[config.mk]
export PLATFORM = sky130hd
export DESIGN_NAME = reg_file_mp
export DESIGN_NICKNAME = d
export VERILOG_FILES = /design/src/rtl/reg_file_mp.sv
export SDC_FILE = /design/constraint.sdc
export NUM_CORES = 2
export LEC_CHECK = 0
export CORE_MARGIN = 10
export CORE_UTILIZATION = 60
export CTS_CLUSTER_SIZE = 40
export DETAILED_ROUTE_END_ITERATION = 8
export DONT_BUFFER_PORTS = 1
export HOLD_SLACK_MARGIN = 0.05
export PLACE_DENSITY = 0.73
export RECOVER_POWER = 25
export SLEW_MARGIN = 20
export SYNTH_ARGS = -nofsm -noshare
export SYNTH_HDL_FRONTEND = slang
export SYNTH_SLANG_ARGS = --single-unit
[constraint.sdc]
create_clock -name clock -period 5.51 [get_ports clock]
set_input_delay 0.8265 -clock clock [delete_from_list [all_inputs] [get_ports clock]]
set_output_delay 0.8265 -clock clock [all_outputs]
set_load 0.005 [all_outputs]
[src/rtl/reg_file_mp.sv]
// Multi-port integer register file (x0 hardwired to zero) with a per-register busy scoreboard.
// Optional REG_FILE_BYPASS_EN forwards same-cycle write data to the matching read ports.
module reg_file_mp #(
  parameter int XLEN   = 32,
  parameter int NREAD  = 2,
  parameter int NWRITE = 2
) (
  input  logic                          clock,
  input  logic                          reset_n,
  input  logic [NREAD-1:0][4:0]         raddr,
  output logic [NREAD-1:0][XLEN-1:0]    rdata,
  output logic [NREAD-1:0]              rbusy,
  input  logic [NWRITE-1:0]             wr_en,
  input  logic [NWRITE-1:0][4:0]        wr_addr,
  input  logic [NWRITE-1:0][XLEN-1:0]   wr_data,
  input  logic                          claim_en,
  input  logic [4:0]                    claim_rd,
  output logic                          claim_ready
);

  logic [XLEN-1:0] regs [32];
  logic [31:0]     busy;
  logic [31:0]     busy_nxt;

  // busy[0] is never set, so a claim of x0 is always accepted and x0 never reads busy.
  assign claim_ready = claim_en & ((claim_rd == '0) | ~busy[claim_rd]);

  // Writes clear busy first so a same-edge accepted claim of the same register leaves it set.
  always_comb begin
    busy_nxt = busy;
    for (int j = 0; j < NWRITE; j++) begin
      if (wr_en[j] && wr_addr[j] != '0) busy_nxt[wr_addr[j]] = 1'b0;
    end
    if (claim_ready && claim_rd != '0) busy_nxt[claim_rd] = 1'b1;
  end

  // Later ports are assigned last, so the highest-numbered write port wins a collision.
  always_ff @(posedge clock) begin
    if (!reset_n) begin
      for (int k = 0; k < 32; k++) regs[k] <= '0;
      busy <= '0;
    end else begin
      for (int j = 0; j < NWRITE; j++) begin
        if (wr_en[j] && wr_addr[j] != '0) regs[wr_addr[j]] <= wr_data[j];
      end
      busy <= busy_nxt;
    end
  end

  always_comb begin
    for (int i = 0; i < NREAD; i++) begin
      rdata[i] = (raddr[i] == '0) ? '0 : regs[raddr[i]];
      rbusy[i] = busy[raddr[i]];
`ifdef REG_FILE_BYPASS_EN
      for (int j = 0; j < NWRITE; j++) begin
        if (wr_en[j] && raddr[i] != '0 && wr_addr[j] == raddr[i]) begin
          rdata[i] = wr_data[j];
          rbusy[i] = 1'b0;
        end
      end
`endif
    end
  end

endmodule
==> impl_metrics.env <==
export IMPL_finalInstanceArea_um2=64580
export IMPL_place_port_buffers=0
export IMPL_synth_flop_cell="sky130_fd_sc_hd__edfxtp_1"
export IMPL_tightestPinTransition_ns=3.866
export IMPL_power_clock_fraction=0.394
export IMPL_minimum_period_implied_by_the_final_worst_setup_slack_ns=4.623
export IMPL_cts_buffers_inserted=109
export IMPL_dp_worst_setup_slack_ns=1.826
export IMPL_drt_pass1_iter_count=9
export IMPL_place_inst=4673
export IMPL_synthTopCellsByCount="sky130_fd_sc_hd__edfxtp_1, sky130_fd_sc_hd__a22o_1, sky130_fd_sc_hd__mux4_2"
export IMPL_ys_seq_area_frac=0.5211
export IMPL_cp_buffers_inverters=2
export IMPL_initial_util=0.6032
export IMPL_cts_repair_timing_setup_buffer_count=0
export IMPL_grt_overflow_total=0
export IMPL_route_antenna_remaining_nets=0
export IMPL_switch_share=0.2345
export IMPL_first_global_vias=43370
export IMPL_finalNonFillerCells=4892
export IMPL_status="finished with violations"
export IMPL_average_routed_wire_per_standard_cell_um=47.87
export IMPL_min_period_over_period=0.8390
export IMPL_setup_slack_ns=0.8873
export IMPL_p_leak_nw=21.12
export IMPL_floorplan_io_pins=161
export IMPL_yosys_warnings=0
export IMPL_tritoncts="yes"
export IMPL_final_core_utilization=0.6467
export IMPL_final_net_count=3581
export IMPL_post_cts_resize_count=0
export IMPL_global_route_usage_met1=0.5006
export IMPL_detailroute_via_count=44060
export IMPL_area_enclosed_by_the_die_boundary_um2=113500
export IMPL_grt_antenna_before_repair=9
export IMPL_netlist_top_cell_by_area="sky130_fd_sc_hd__edfxtp_1"
export IMPL_busiest_layer="met2"
export IMPL_worst_clk_skew_ns=0.005981
export IMPL_vias_per_cell=9.007
export IMPL_area_growth_syn_to_layout_pct=7.206
export IMPL_nFillCells=6770
export IMPL_post_syn_area_per_cell_um2=15.86
export IMPL_timing_critical_path_required_ns=6.07
export IMPL_drc=0
export IMPL_groute_layer_met3_usage=0.2093
export IMPL_timing_critical_path_cells="inv_1 > nor3_1 > clkbuf_1 > a22o_1"
export IMPL_syn_instance_count=3797
export IMPL_total_switching_power_mw=4.479
export IMPL_critPathSlowestCell="sky130_fd_sc_hd__clkbuf_1"
export IMPL_seq_power_share=0.501
export IMPL_yosys_cell_count_top_type="sky130_fd_sc_hd__edfxtp_1"
export IMPL_finalSetupViolations=0
export IMPL_dieWidth_um=336.9
export IMPL_half_perimeter_wire_length_after_placement_um=128800
export IMPL_path_class="in2reg"
export IMPL_timing_critical_path_slowest_cell_delay_ns=2.64
export IMPL_ys_async_sr_fraction=0
export IMPL_clk_pin_slew_ns=0.06
export IMPL_global_route_wire_length_before_repair_um=323100
export IMPL_grt_setup_unrepaired="false"
export IMPL_root_buffer="sky130_fd_sc_hd__clkbuf_16"
export IMPL_critical_path_top_delay_family="buffers and inverters"
export IMPL_worst_setup_path_startpoint="reset_n"
export IMPL_cts_hold_buf=0
export IMPL_internal_power_mw=14.62
export IMPL_clockBufferDepth=3
export IMPL_finalMaxSlewViolations=456
export IMPL_timing_hold_violations_final=0
export IMPL_mappedNetlistArea_um2=60240
export IMPL_cp_depth=4
export IMPL_core_area_um2=99860
export IMPL_max_freq_mhz=216.3
export IMPL_detailedRoute_firstIterationViolations=8612
export IMPL_yosys_cell_types_count=52
export IMPL_worst_r2r_cell_count=6
export IMPL_vdd_drop_max_mv=0.2921
export IMPL_met2_usage_in_global_routing=0.5669
export IMPL_worst_ep_arrival_time_ns=5.19
export IMPL_timing_setup_tns_ns=0
export IMPL_synth_seq_cells=1056
export IMPL_synth_enable_flop_cells=1024
export IMPL_type_of_element_capturing_the_critical_path="register"
export IMPL_cp_endpoint="regs[27][7]"
export IMPL_synth_area_top_cells="sky130_fd_sc_hd__edfxtp_1, sky130_fd_sc_hd__mux4_2, sky130_fd_sc_hd__a22o_1"
export IMPL_synth_top_area_share=0.5105
export IMPL_worst_slew_margin_rel=-1.577
export IMPL_finalWeightedCongestion=0.8904
export IMPL_cts_num_sinks=1056
export IMPL_power_mw=19.10
export IMPL_min_path_type="in2reg"
export IMPL_cts_htree_levels=3
export IMPL_timing_rr_end="busy[31]"
export IMPL_cp_start_kind="primary input"
export IMPL_power_per_cell_area_nw_per_um2=295.8
export IMPL_hold_worst_slack_ns=0.2514
export IMPL_drv_max_cap_violation_count=19
export IMPL_clock_latency_ns=0.72
export IMPL_totalWireLength_um=234200
export IMPL_violated_checks="capacitance limit, slew limit"
export IMPL_fraction_of_final_layout_cells_sized_beyond_drive_strength_1=0.2814
export IMPL_grt_use_total=0.4074
export IMPL_placement_cell_area_um2=61170
export IMPL_power_frac_comb=0.104
export IMPL_path_max_fanout=41
export IMPL_r2r_start="busy[14]"
export IMPL_die_height_um=336.9
export IMPL_placementRows=116
export IMPL_r2r_slack_ns=2.86
export IMPL_pin_count_of_the_biggest_net_entering_global_routing=266
==> sequential cells by signal (all words and copies together), names as in the netlist <==
name	count
busy	32
regs	1024
==> power groups by stage <==
| stage | sequential (mW) | clock, mW | combinational, mW |
|---|---|---|---|
| 6_report | 9.58 | 7.53 | 1.99 |
| 5_1_grt | 9.61 | 7.79 | 2.00 |
| 4_1_cts | 9.55 | 7.47 | 1.93 |
| 3_5_place_dp | 9.72 | 0 | 1.92 |
| 3_3_place_gp | 9.65 | 0 | 1.89 |
| 2_1_floorplan | 9.62 | 0 | 1.73 |
==> per-layer routing <==
layer | vias to the layer above | wire length [um]
met5 | - | 160
met4 | 18 | 17920
met3 | 1168 | 45800
met2 | 5177 | 98570
met1 | 22080 | 71740
li1 | 15620 | -
==> worst reg2reg max path: stages, from the launching register on <==
cell and delay (ns):
sky130_fd_sc_hd__dfxtp_1 0.38, sky130_fd_sc_hd__mux2i_1 0.10, sky130_fd_sc_hd__nor4b_1 0.26, sky130_fd_sc_hd__nor4_1 0.12
sky130_fd_sc_hd__o2111ai_2 0.22, sky130_fd_sc_hd__clkbuf_1 1.07, sky130_fd_sc_hd__o32ai_1 0.25
==> cells in the final DEF, fill, tap and decap left out, types with 22 or more instances in the layout <==
master	instances
sky130_fd_sc_hd__nand2_1	110
sky130_fd_sc_hd__mux4_2	660
sky130_fd_sc_hd__buf_4	99
sky130_fd_sc_hd__conb_1	32
sky130_fd_sc_hd__dfxtp_1	32
sky130_fd_sc_hd__clkbuf_1	37
sky130_fd_sc_hd__clkinv_2	22
sky130_fd_sc_hd__nor2_4	30
sky130_fd_sc_hd__clkbuf_16	113
sky130_fd_sc_hd__edfxtp_1	1024
sky130_fd_sc_hd__o21ai_1	66
sky130_fd_sc_hd__a22o_1	992
sky130_fd_sc_hd__inv_1	87
sky130_fd_sc_hd__clkinv_1	22
==> final cells by class <==
type,instances,area (um^2),share of cell area
flip-flops and latches,1056,31390,0.4861
multi-input cells,2114,26710,0.4135
clock buffers,142,2957,0.04578
well taps,1298,1624,0.02515
repair buffers,118,957.2,0.01482
clock inverters,61,575.6,0.008913
inverters,88,330.3,0.005115
diodes,15,37.54,0.0005813
==> kinds of logic (layout without fill, tap and decap cells) <==
kind of cell	Yosys count	count (layout)	synth area share
other	1	47	0.00006225
buffers and inverters	658	409	0.04676
muxes	676	676	0.2494
AOI/OAI and AO/OA	1145	1145	0.1611
and+or+nand+nor	261	261	0.02152
DFF	1056	1056	0.5211
==> how the worst min path moves through the flow <==
stage,start,end,slack [ns],cells after the start
2_1_floorplan,busy[5],busy[5],0.45,2
3_3_place_gp,busy[22],busy[22],0.46,2
3_5_place_dp,busy[4],busy[4],0.48,2
4_1_cts,reset_n,busy[0],0.23,1
5_1_grt,reset_n,busy[26],0.27,2
6_report,reset_n,busy[0],0.25,1
Power figures use the tool's default switching activity.
